### config.mk
export PLATFORM = sky130hd
export DESIGN_NAME = ps2_key_state_tracker
export DESIGN_NICKNAME = d
export VERILOG_FILES = /design/src/rtl/ps2_key_state_tracker_pkg.sv /design/src/rtl/ps2_scancode_lut.sv /design/src/rtl/ps2_key_state_tracker.sv
export SDC_FILE = /design/constraint.sdc
export NUM_CORES = 1
export LEC_CHECK = 0
export BUFFER_PORTS_ARGS = -buffer_cell sky130_fd_sc_hd__buf_2
export CORE_UTILIZATION = 35
export CTS_BUF_LIST = sky130_fd_sc_hd__clkbuf_4 sky130_fd_sc_hd__clkbuf_8
export CTS_CLUSTER_SIZE = 10
export DETAILED_ROUTE_END_ITERATION = 16
export PLACE_DENSITY = 0.57
export SKIP_LAST_GASP = 1
export SYNTH_ARGS = -nofsm -noshare
export SYNTH_HDL_FRONTEND = slang
export SYNTH_SLANG_ARGS = --single-unit
### constraint.sdc
create_clock -name CLOCK_50 -period 2.93 [get_ports CLOCK_50]
set_input_delay 0.4395 -clock CLOCK_50 [delete_from_list [all_inputs] [get_ports CLOCK_50]]
set_output_delay 0.4395 -clock CLOCK_50 [all_outputs]
set_load 0.01 [all_outputs]
### src/rtl/ps2_key_state_tracker_pkg.sv
// rtl/ps2_key_state_tracker_pkg.sv - shared constants and prefix FSM encoding for the PS2 key tracker
package ps2_key_state_tracker_pkg;

  localparam int          NUM_KEYBOARD_INPUTS = 29;
  localparam logic [7:0]  PS2_BREAK           = 8'hF0;
  localparam logic [7:0]  PS2_EXTEND          = 8'hE0;

  typedef enum logic [1:0] {
    ST_IDLE      = 2'd0,
    ST_BREAK     = 2'd1,
    ST_EXT       = 2'd2,
    ST_EXT_BREAK = 2'd3
  } prefix_state_t;

endpackage

### src/rtl/ps2_scancode_lut.sv
// rtl/ps2_scancode_lut.sv - maps a set-2 make code to a piano key index
module ps2_scancode_lut #(
  parameter int NUM_KEYS = 29,
  parameter int IDX_W    = $clog2(NUM_KEYS)
) (
  input  logic [7:0]       i_byte,
  output logic             o_hit,
  output logic [IDX_W-1:0] o_index
);

  logic [4:0] w_raw;
  logic       w_raw_hit;

  always_comb begin
    w_raw     = 5'd0;
    w_raw_hit = 1'b1;
    case (i_byte)
      8'h45: w_raw = 5'd0;
      8'h16: w_raw = 5'd1;
      8'h1E: w_raw = 5'd2;
      8'h26: w_raw = 5'd3;
      8'h25: w_raw = 5'd4;
      8'h2E: w_raw = 5'd5;
      8'h36: w_raw = 5'd6;
      8'h3D: w_raw = 5'd7;
      8'h3E: w_raw = 5'd8;
      8'h46: w_raw = 5'd9;
      8'h0E: w_raw = 5'd10;
      8'h4E: w_raw = 5'd11;
      8'h55: w_raw = 5'd12;
      8'h66: w_raw = 5'd13;
      8'h0D: w_raw = 5'd14;
      8'h15: w_raw = 5'd15;
      8'h1D: w_raw = 5'd16;
      8'h24: w_raw = 5'd17;
      8'h2D: w_raw = 5'd18;
      8'h2C: w_raw = 5'd19;
      8'h35: w_raw = 5'd20;
      8'h3C: w_raw = 5'd21;
      8'h43: w_raw = 5'd22;
      8'h44: w_raw = 5'd23;
      8'h4D: w_raw = 5'd24;
      8'h54: w_raw = 5'd25;
      8'h5B: w_raw = 5'd26;
      8'h5D: w_raw = 5'd27;
      8'h29: w_raw = 5'd28;
      default: w_raw_hit = 1'b0;
    endcase
  end

  // Entries beyond a reduced NUM_KEYS are treated as unmapped.
  assign o_hit   = w_raw_hit && (int'(w_raw) < NUM_KEYS);
  assign o_index = IDX_W'(w_raw);

endmodule

### src/rtl/ps2_key_state_tracker.sv
// rtl/ps2_key_state_tracker.sv - prefix FSM, key-state vector, held count and event FIFO
module ps2_key_state_tracker
  import ps2_key_state_tracker_pkg::*;
#(
  parameter int NUM_KEYS              = NUM_KEYBOARD_INPUTS,
  parameter int EVENT_FIFO_DEPTH      = 8,
  parameter int PREFIX_TIMEOUT_CYCLES = 1000000
) (
  input  logic                            CLOCK_50,
  input  logic                            reset,
  input  logic [7:0]                      ps2_data,
  input  logic                            ps2_data_valid,
  input  logic                            clear_all,
  output logic [NUM_KEYS-1:0]             key_state,
  output logic [$clog2(NUM_KEYS+1)-1:0]   held_count,
  output logic                            event_valid,
  output logic [$clog2(NUM_KEYS)-1:0]     event_key,
  output logic                            event_is_press,
  input  logic                            event_ready,
  output logic                            event_overflow
);

  localparam int IDX_W  = $clog2(NUM_KEYS);
  localparam int HC_W   = $clog2(NUM_KEYS+1);
  localparam int AW     = $clog2(EVENT_FIFO_DEPTH);
  localparam int CNT_W  = AW + 1;
  localparam int TMO_W  = $clog2(PREFIX_TIMEOUT_CYCLES+1);

  prefix_state_t         r_state;
  logic [TMO_W-1:0]      r_tmo_cnt;
  logic [NUM_KEYS-1:0]   r_key_state;
  logic [HC_W-1:0]       r_held_count;
  logic [IDX_W:0]        r_mem [EVENT_FIFO_DEPTH];
  logic [AW-1:0]         r_wr_ptr;
  logic [AW-1:0]         r_rd_ptr;
  logic [CNT_W-1:0]      r_count;
  logic                  r_overflow;

  logic                  w_hit;
  logic [IDX_W-1:0]      w_idx;
  logic                  w_set;
  logic                  w_clr;
  logic                  w_push;
  logic                  w_full;
  logic                  w_pop;
  logic                  w_push_acc;

  ps2_scancode_lut #(.NUM_KEYS(NUM_KEYS), .IDX_W(IDX_W)) u_lut (
    .i_byte  (ps2_data),
    .o_hit   (w_hit),
    .o_index (w_idx)
  );

  always_comb begin
    w_set = ps2_data_valid && (r_state == ST_IDLE)  && w_hit && !r_key_state[w_idx];
    w_clr = ps2_data_valid && (r_state == ST_BREAK) && w_hit &&  r_key_state[w_idx];
  end

  assign w_push     = w_set || w_clr;
  assign w_full     = (r_count == CNT_W'(EVENT_FIFO_DEPTH));
  assign w_pop      = (r_count != '0) && event_ready;
  // A pop frees the slot on the same edge, so a push while full is still accepted.
  assign w_push_acc = w_push && (!w_full || w_pop);

  always_ff @(posedge CLOCK_50 or posedge reset) begin
    if (reset) begin
      r_state      <= ST_IDLE;
      r_tmo_cnt    <= '0;
      r_key_state  <= '0;
      r_held_count <= '0;
      r_wr_ptr     <= '0;
      r_rd_ptr     <= '0;
      r_count      <= '0;
      r_overflow   <= 1'b0;
    end else if (clear_all) begin
      r_state      <= ST_IDLE;
      r_tmo_cnt    <= '0;
      r_key_state  <= '0;
      r_held_count <= '0;
      r_wr_ptr     <= '0;
      r_rd_ptr     <= '0;
      r_count      <= '0;
    end else begin
      if (ps2_data_valid) begin
        r_tmo_cnt <= '0;
        case (r_state)
          ST_IDLE: begin
            if (ps2_data == PS2_BREAK)       r_state <= ST_BREAK;
            else if (ps2_data == PS2_EXTEND) r_state <= ST_EXT;
          end
          ST_BREAK:  if (ps2_data != PS2_BREAK) r_state <= ST_IDLE;
          ST_EXT:    r_state <= (ps2_data == PS2_BREAK) ? ST_EXT_BREAK : ST_IDLE;
          default:   r_state <= ST_IDLE;
        endcase
      end else if (r_state != ST_IDLE) begin
        if (r_tmo_cnt == TMO_W'(PREFIX_TIMEOUT_CYCLES-1)) begin
          r_state   <= ST_IDLE;
          r_tmo_cnt <= '0;
        end else begin
          r_tmo_cnt <= r_tmo_cnt + TMO_W'(1);
        end
      end

      if (w_set) begin
        r_key_state[w_idx] <= 1'b1;
        r_held_count       <= r_held_count + HC_W'(1);
      end else if (w_clr) begin
        r_key_state[w_idx] <= 1'b0;
        r_held_count       <= r_held_count - HC_W'(1);
      end

      if (w_push_acc) begin
        r_mem[r_wr_ptr] <= {w_idx, w_set};
        r_wr_ptr        <= r_wr_ptr + AW'(1);
      end
      if (w_push && !w_push_acc) r_overflow <= 1'b1;
      if (w_pop) r_rd_ptr <= r_rd_ptr + AW'(1);
      r_count <= r_count + CNT_W'(w_push_acc) - CNT_W'(w_pop);
    end
  end

  assign key_state      = r_key_state;
  assign held_count     = r_held_count;
  assign event_valid    = (r_count != '0);
  assign event_key      = event_valid ? r_mem[r_rd_ptr][IDX_W:1] : '0;
  assign event_is_press = event_valid ? r_mem[r_rd_ptr][0] : 1'b0;
  assign event_overflow = r_overflow;

endmodule

; After elaboration in Yosys (flattened, before gate mapping)
; Memories as Yosys holds them, arrays and structs flattened.
; Cells that the tools add are included.
[totals]
ff_bits = 67
ramBits = 48
in_bits = 13
output_inout_bits = 42
n_memories = 1
[op_classes]
add_sub_neg = 7
magnitude_cmp = 3
eq_ne = 38
muxes = 35
n_bitwise = 4
n_reduce_logical = 29
[memory_table]
columns = name, depth, width, rd, rd_clocked_by_memory_dff, write_ports, line_no
row1 = r_mem, 8, 6, 1, 0, 1, ps2_key_state_tracker.sv:33  ; logic [IDX_W:0] r_mem [EVENT_FIFO_DEPTH];
[op_table]
columns = cell, n
row1 = 5-bit case mux with 28 select lines, 1
row2 = 8-bit by 6-bit equality test with 1-bit output (second input constant), 12
row3 = 8-bit by 7-bit equality test with 1-bit output (second input constant), 11
row4 = 29-bit 2-to-1 mux, 3
row5 = 20-bit 2-to-1 mux, 4
row6 = 8-bit by 5-bit equality test with 1-bit output (second input constant), 4
row7 = 29-bit bitwise AND, 1
row8 = 29-bit inverter, 1
row9 = 29-bit bitwise OR, 1
row10 = 29-bit OR reduction, 1
row11 = 20-bit by 1-bit adder with 20-bit output (second input constant), 1
row12 = 20-bit equality test (second input constant), 1
row13 = 5-bit 2-to-1 mux, 4
row14 = 8-bit by 4-bit equality test with 1-bit output (second input constant), 2
row15 = 8-bit equality test (second input constant), 2
row16 = 2-bit 2-to-1 mux, 8
row17 = 1-bit logical AND, 12
row18 = 3-bit 2-to-1 mux, 4
row19 = 3-bit nonzero test, 3
row20 = 8-bit inequality test (second input constant), 1
row21 = 1-bit 2-to-1 mux, 7
row22 = 3-bit by 1-bit adder with 3-bit output (second input constant), 2
row23 = 5-bit by 6-bit less-than comparator with 1-bit output (second input constant), 1
row24 = 2-bit case mux with 3 select lines, 1
row25 = 22 further kinds, 28

; Depth between registers and ports, before layout
; Gate-level depths: netlist (run 1).
[logic_depth]
ltp_word = 12
ltp_mapped = 21

; Cells and area by module
; From an unflattened synthesis (run 1), not the netlist that was laid out.
[hier_totals]
cells_unflattened = 636
area_unflattened_um2 = 6620.1
[by_module_without_submodules]
columns = module, instances, cells_each, area_each_um2
row1 = ps2_key_state_tracker, 1, 539, 5979.5
row2 = ps2_scancode_lut, 1, 97, 640.6

; Worst setup path before layout (run 1)
; No wires, ideal clock.
[synth_path]
path_type = input to register
startpoint = input port ps2_data[4]
endpoint = register r_held_count[4] (netlist: held_count[4])
arrival_time_ns = 4.386
required_ns = 2.805
setup_slack_ns = -1.581
path_stages = 17
path_buffers = 3
path_cell_list = buf_2 or4b_1 clkbuf_1 o32ai_1 nor3_2 nand4_4 mux4_2 nand3_1 a21oi_1 nor4_4 clkbuf_1 fa_1 inv_1 a21o_1 a21oi_1 mux2i_1 mux2_2
[synth_between]
elab_chain_cells = 8
word_cells_on_any_way = 44
classes_between = order compare (1) / eq/ne (29) / mux (6) / reduce/logical (8)
[synth_lines]
columns = item, line_no
row1 = "start, declared", ps2_key_state_tracker.sv:11  ; input logic [7:0] ps2_data,
row2 = 8-bit by 6-bit equality test with 1-bit output (tied with other cells), ps2_scancode_lut.sv:17  ; case (i_byte)
row3 = 5-bit case mux with 28 select lines *, ps2_scancode_lut.sv:17
row4 = named net u_lut.o_index[0], ps2_scancode_lut.sv:8  ; output logic [IDX_W-1:0] o_index
row5 = 1-bit binary-select mux with 5-bit select or 5-bit less-than comparator (tied branches), "ps2_key_state_tracker.sv:55, ps2_scancode_lut.sv:52"
row6 = 1-bit 2-to-1 mux (not written as such) or 1-bit logical AND (tied branches), "ps2_key_state_tracker.sv:55, ps2_scancode_lut.sv:52"
row7 = 1-bit logical NOT or 1-bit logical AND (tied branches), ps2_key_state_tracker.sv:55  ; w_set = ps2_data_valid && (r_state == ST_IDLE) && w_hit && !r_key_state[w_idx];
row8 = 1-bit logical AND *, ps2_key_state_tracker.sv:55
row9 = named net w_set, ps2_key_state_tracker.sv:41  ; logic w_set;
row10 = 5-bit 2-to-1 mux, ps2_key_state_tracker.sv:104  ; if (w_set) begin
row11 = 5-bit 2-to-1 mux, ps2_key_state_tracker.sv:75  ; end else if (clear_all) begin
row12 = "end signal, assigned", ps2_key_state_tracker.sv:106  ; r_held_count <= r_held_count + HC_W'(1);
row13 = "end signal, assigned", ps2_key_state_tracker.sv:109  ; r_held_count <= r_held_count - HC_W'(1);
row14 = "end, declared", ps2_key_state_tracker.sv:32  ; logic [HC_W-1:0] r_held_count;
; Mark *: on every way through the listed nets, which the timed path passes. The rest lies on a longest branch. The select of a mux whose other input is x is not followed.
; A chain may end at the register's enable or synchronous reset.

; Final worst setup path (run 1)
[layout_path]
startpoint = input port ps2_data[4]
endpoint = register r_held_count[4] (netlist: held_count[4])
[layout_between]
elab_chain_cells = 8
word_cells_on_any_way = 44
classes_between = order compare (1) / eq/ne (29) / mux (6) / reduce/logical (8)
[layout_lines]
columns = item, line_no
row1 = 8-bit by 6-bit equality test with 1-bit output (tied with other cells), ps2_scancode_lut.sv:17
row2 = 5-bit case mux with 28 select lines or 29-bit OR reduction (tied branches), --
row3 = 1-bit binary-select mux with 5-bit select (tied with other cells), "ps2_key_state_tracker.sv:55, ps2_key_state_tracker.sv:56"
row4 = 1-bit 2-to-1 mux (not written as such) or 1-bit logical AND (tied branches), "ps2_key_state_tracker.sv:55, ps2_key_state_tracker.sv:56, ps2_scancode_lut.sv:52"
row5 = 1-bit logical NOT or 1-bit logical AND (tied branches), ps2_key_state_tracker.sv:55
row6 = 1-bit logical AND, ps2_key_state_tracker.sv:55
row7 = 5-bit 2-to-1 mux, ps2_key_state_tracker.sv:104
row8 = 5-bit 2-to-1 mux, ps2_key_state_tracker.sv:75
; Parallel ways exist; a longest one is shown, timed or not. The select of a mux whose other input is x is not followed.

==> results of run 1 <==
-- stage by stage --
step	cell area (sq um)	TNS, ns	hold slack (ns)	worst slack [ns]	utilization (%)
after global routing	9550	-39.57	0.179	-0.771	52.8
after detailed placement	8140	-103.03	0.497	-1.39	45.0
after floorplan	6750	-62.34	0.465	-1.16	-
final	9550	-30.51	0.153	-0.636	52.8
after CTS	9150	-31.56	0.132	-0.586	50.6
after global placement	8140	-97.10	0.484	-1.36	45.0
-- placed cells by master, fill, tap and decap left out, types with 5 or more instances in the layout --
master	netlist	final
buf_4	3	135
dfrtp_1	67	67
nor2_1	51	50
edfxtp_1	48	48
buf_2	17	46
nand2_1	46	44
nand3_1	35	31
buf_6	2	27
a21oi_1	30	17
clkbuf_8	0	17
inv_1	18	16
mux4_2	16	16
xor2_1	14	14
o21ai_0	32	13
mux2i_1	12	12
nor2b_1	11	10
xnor2_1	11	10
a21oi_2	0	10
buf_12	0	10
o21ai_1	2	9
o31ai_1	13	9
inv_6	0	9
o311ai_4	0	8
ha_1	11	8
and3_1	9	7
o21ai_4	0	7
o211ai_1	6	6
o41ai_1	7	6
o21ai_2	0	5
nand2b_1	5	5
nor4_1	11	5
nor4_4	1	5
nor3_1	7	5
o311ai_2	0	5
-- how the worst max path moves through the flow --
| stage | slack (ns) | cells past startpoint | from | end |
|---|---|---|---|---|
| 2_1_floorplan | -1.16 | 17 | ps2_data[4] | held_count[4] |
| 3_5_place_dp | -1.39 | 17 | ps2_data[4] | held_count[4] |
| 6_report | -0.64 | 15 | ps2_data[4] | held_count[4] |
| 4_1_cts | -0.59 | 16 | ps2_data[5] | held_count[4] |
| 3_3_place_gp | -1.36 | 18 | ps2_data[4] | held_count[4] |
| 5_1_grt | -0.77 | 18 | ps2_data[2] | held_count[3] |
-- state kept, by name, summed over array words and instances, names as in the netlist --
name / count
r_tmo_cnt: 20
r_mem: 48
r_state: 2
r_wr_ptr: 3
r_rd_ptr: 3
r_count: 4
held_count: 5
key_state: 29
event_overflow: 1
-- kinds of logic after synthesis --
logic type,count (synthesis),synth area share (%)
xor gates and xnor gates,25,3.37
adders and majority gates,13,2.73
DFF,115,48.0
AOI/OAI and AO/OA,131,13.5
and+or+nand+nor,228,19.7
muxes,33,8.26
buffers and inverters,63,4.37
-- repair_timing --
| action | in CTS | in global routing |
|---|---|---|
| gates resized for setup | 88 | 86 |
| pin swaps | 39 | 32 |
| setup endpoints to repair | 98 | 90 |
| hold buffers | 0 | 0 |
| setup buffers | 23 | 5 |
| cloned | 4 | 0 |
-- final cells by class --
class | instances | share of cell area (%)
multi-input combinational | 430 | 40.7
timing repair buffer | 220 | 18.8
clock inverter | 15 | 1.65
tap | 229 | 3.00
inverter | 20 | 0.786
sequential | 115 | 32.7
clock buffer | 17 | 2.45
-- layer usage --
metal | part of all wire [%] | up-vias | global-route usage [%]
met4 | 1.9 | 0 | 6.86
met1 | 44 | 2919 | 30.5
met2 | 48 | 201 | 34.5
met3 | 5.8 | 37 | 4.02
met5 | 0 | - | 0
li1 | - | 2696 | -
-- power by group --
part | internal [mW] | switching, mW
Sequential | 1.72 | 0.0542
Clock | 0.709 | 0.771
Combinational | 0.574 | 0.596
Total | 3.01 | 1.42
==> out/qor.yml, run 1 <==
outcome:
  status: "finished, violations left"
  failed_checks: "design-rule violations, negative setup slack"
job:
  maxCapViolCount: 0
timing:
  hold_viol: 0
  final-setup-viol-count: 90
  finalClockSkew_ns: 0.0128
  worstMarginPinSlew_ns: 1.05
  layout_setup_ws_ns: -0.636
  slew_viol_final: 0
  max_freq_mhz: 280
  min_period_ns: 3.57
  rsz0062_at_grt: "yes"
  fin_crit_sh_pct: 122
  slew_headroom_pct: 30.1
clock_network:
  ctsHtreeMaxLevel: 4
  clk-insertion-delay-late_ns: 0.45
  cts_buffer_depth: 2
  cts_tree: "done"
  root_buffer: "clkbuf_8"
  cts_buffers: 17
  clock_sinks: 115
  clkTransAtPathRegs_ns: 0.09
worst_setup_path:
  cp_slowest_cell: "or4b_4"
  crit_type: "input pin to register"
  setup.worst_path.end_class: "register"
  regToRegStartpoint: "key_state[10]"
  cp_data_required_time_ns: 3.26
  reg2reg_depth: 11
  cp.arrival_ns: 3.90
  rr_endpoint: "held_count[4]"
  cp_max_fo: 12
  startpoint_type: "input pin"
  critPathMaxStageDelay_ns: 0.55
  critPathBufInv: 3
  crit_chain: "buf_6 -> or4b_4 -> o311ai_2 -> a21o_2 -> mux2i_1 -> o221ai_1 -> a211o_1 -> nor4_4 -> buf_4 -> fa_2 -> inv_2 -> a21o_1 -> a21oi_2 -> mux2i_1 -> mux2_2"
  crit_top_cell: "mux2i_1"
  r2r_setup_slack_ns: 0.03
  cp_top_family: "compound AO/OA/AOI/OAI gates"
drt:
  drt_iter0_markers: 448
  wl_mm: 20.5
  drc: 8
  vias: 5853
  drt-pass1-iter-count: 12
  drtAntennaViolNets: 0
  vias_per_cell: 5.60
  drt-wirelength-per-cell_microns: 19.6
placed_design:
  dp_cells: 987
  io_buffers: 54
  routabilityCongestion: 0.941
  dp_hpwl_mm: 14.2
global_route:
  antenna_found_initial: 0
  grt_usage_pct: 21.9
  grt_pass1_vias: 5825
  grt-ovfl-total: 0
  grt_max_degree: 26
  grt_first_pass_wirelength_mm: 32.3
cells_and_area:
  multiInputGateArea_sq_um: 3880
  layout.cells.non_filler: 1046
  nFillCells: 1571
  nets: 830
  area_delta_synth_final_pct: 47.0
  regArea_sq_um: 3120
  antenna_cells: 0
  drive_gt1_share_pct: 46.0
power_and_ir_drop:
  power_mw: 4.43
  ir_worst_vdd_v: 0.000287
  power_leakage_nw: 3.85
  power.density_nw_per_um2: 464
floorplanning:
  die_h_microns: 138
  core_area_sq_um: 18100
  fp.dieW_microns: 138
  die_area_sq_um: 19100
  initial_utilization_pct: 35.9
  rows: 49
  pin_count: 55
synthesis:
  async_flop_share_pct: 58.3
  synth_top_area_share_pct: 25.8
  ys_seq_elements: 115
  ys_top_cells_by_area: "dfrtp_1 26%, edfxtp_1 22%, mux4_2 5.5%"
  avgSynthCellArea_sq_um: 10.7
  yosys.area.top_type: "dfrtp_1"
  synthFlopType: "dfrtp_1"
  syn-cell-area_sq_um: 6500
  synth_warnings: 0
  synth_cell_types: 71
  seq_area_frac_synth_pct: 48.0
  synth-edff-count: 48
  synth_common_cells: "67 x dfrtp_1, 51 x nor2_1, 48 x edfxtp_1"
  syn_nets: 634
  synth_cells: 608
  synth_most_common_cell: "dfrtp_1"
min_path:
  hold_class: "input pin to async pin"
No activity file was read; power rests on OpenSTA's default activity.
==> run 2, diff against run 1 <==
- PLACE_DENSITY: 0.57 -> 0.55
- clock period: 2.93 -> 3.75 ns (I/O delays scaled with it)
==> run 2 against run 1 <==
The flow still finishes with violations (design-rule violations, negative setup slack). Combinational power decreased by 29%. Sequential share of layout area rose by 2.2 points. Sequential power down 20%. Non-clock buffer count is 16 lower. Largest power group unchanged.
==> out/qor.yml, run 2 (same netlist as run 1, synthesis figures left out) <==
floorplanning:
  rows: 49
  die_h_microns: 138
  pin_count: 55
  core_area_sq_um: 18100
  die_area_sq_um: 19100
  initial_utilization_pct: 35.9
  fp.dieW_microns: 138
power_and_ir_drop:
  power.density_nw_per_um2: 395
  power_leakage_nw: 3.72
  seq_power_share_pct: 40.3
  power.share.clock_pct: 36.3
  pwr-share-comb_pct: 23.4
  switching_power_mw: 1.00
  power.internal_mw: 2.52
  ir_worst_vdd_v: 0.000201
  swShare_pct: 28.5
global_route:
  grt_usage_pct: 21.9
  grt-ovfl-total: 0
  grt_pass1_vias: 5833
  grt_first_pass_wirelength_mm: 32.2
  antenna_found_initial: 0
  grt_max_degree: 38
timing:
  layout_setup_ws_ns: -0.0413
  min_period_ns: 3.79
  fin_crit_sh_pct: 101
  final-setup-viol-count: 2
  slew_viol_final: 0
  rsz0062_at_grt: "yes"
  max_freq_mhz: 264
  slew_headroom_pct: 44.0
  hold_viol: 0
  finalClockSkew_ns: 0.0127
  worstMarginPinSlew_ns: 0.839
cells_and_area:
  nFillCells: 1627
  nets: 815
  final_cell_mix: "144 x buf_4, 67 x dfrtp_1, 48 x nor2_1, 48 x edfxtp_1"
  drive_gt1_share_pct: 40.3
  post-route-util_pct: 49.4
  area_delta_synth_final_pct: 37.6
  layout_commonest_cell: "buf_4"
  antenna_cells: 0
  largest_reg_flops: 48
  layout.cells.non_filler: 1031
  regMostFlops: "r_mem"
clock_network:
  cts_tree: "done"
  cts_buffer_depth: 2
  clk-insertion-delay-late_ns: 0.44
  ctsHtreeMaxLevel: 4
  clkTransAtPathRegs_ns: 0.07
  clock_sinks: 115
  root_buffer: "clkbuf_8"
  hold_buffers: 0
  cts_buffers: 17
job:
  maxCapViolCount: 0
drt:
  drtAntennaViolNets: 0
  vias: 5664
  drt-wirelength-per-cell_microns: 19.5
  vias_per_cell: 5.49
  drc: 6
  drt_iter0_markers: 496
  wl_mm: 20.1
  drt-pass1-iter-count: 11
placed_design:
  routabilityCongestion: 0.890
  dp_cells: 975
  dp_hpwl_mm: 14.5
  io_buffers: 54
outcome:
  status: "finished, violations left"
  failed_checks: "design-rule violations, negative setup slack"
worst_setup_path:
  cp.arrival_ns: 4.12
  crit_type: "input pin to register"
  cp_max_fo: 11
  cp_data_required_time_ns: 4.08
  startpoint_type: "input pin"
  setup.worst_path.end_class: "register"
min_path:
  hold_class: "input pin to async pin"
run 2: critical path, stage by stage:
cell and delay (ns):
buf_4 0.16, and4b_1 0.22, o211ai_1 0.24, o211ai_1 0.18, or2_1 0.30, mux2_4 0.30, o2111a_1 0.24, a211o_1 0.33
nor4_4 0.30, buf_4 0.19, fa_2 0.21, inv_2 0.03, a21o_1 0.15, a21oi_2 0.13, mux2i_1 0.22, mux2_2 0.35
run 2: repair_timing:
action                                  CTS  global route
pin swaps                                16            29
endpoints found under the hold margin     0             0
gates cloned                              1             1
buffers inserted                         19             5
resized for setup                        35            29
endpoints found under the setup margin   51            53
run 2: power groups by stage:
stage / clock, mW / sequential (mW) / combinational [mW]
floorplan: 0 / 1.40 / 0.546
global placement: 0 / 1.45 / 0.738
detailed placement: 0 / 1.45 / 0.752
CTS: 1.31 / 1.43 / 0.780
global route: 1.37 / 1.43 / 0.905
finish: 1.28 / 1.42 / 0.825
run 2: area by class of cell:
| cell class | count | area, sq um | area share (%) |
|---|---|---|---|
| repair buffers | 204 | 1510 | 16.9 |
| inverters | 20 | 75.1 | 0.840 |
| clock buffers | 24 | 318 | 3.56 |
| well taps | 229 | 287 | 3.21 |
| flip-flops and latches | 115 | 3120 | 34.9 |
| clock inverters | 8 | 124 | 1.39 |
| multi-input cells | 431 | 3510 | 39.2 |
run 2: path summary, 6_finish.rpt:
check | from | end | slack, ns | depth (start not counted)
max | ps2_data[3] | held_count[4] | -0.04 | 16
min | reset | r_rd_ptr[2] | 0.33 | 2
max reg2reg | key_state[10] | held_count[4] | 0.79 | 11
min reg2reg | event_overflow | event_overflow | 0.48 | 1
max in group asynchronous | reset | key_state[18] | 2.45 | 3
min in group CLOCK_50 | event_ready | r_rd_ptr[1] | 0.45 | 4
run 2: metal layers:
| metal | vias to the layer above | track usage (%) | part of all wire [%] |
|---|---|---|---|
| met5 | - | 0 | 0 |
| met4 | 0 | 7.10 | 1.6 |
| met3 | 25 | 4.09 | 4.7 |
| met2 | 151 | 36.3 | 49 |
| met1 | 2824 | 29.0 | 44 |
| li1 | 2664 | - | - |
run 2: metrics by stage:
stage	TNS [ns]	hold WS (ns)	area [sq um]	total power [mW]	setup slack [ns]
after floorplan	-9.64	0.465	6720	1.95	-0.460
after global placement	-44.10	0.463	8000	2.19	-0.775
after detailed placement	-42.99	0.476	8000	2.20	-0.771
final	-0.0616	0.332	8940	3.53	-0.0413
after global routing	-1.13	0.384	8940	3.70	-0.154
after CTS	-0.0327	0.328	8750	3.51	-0.0176
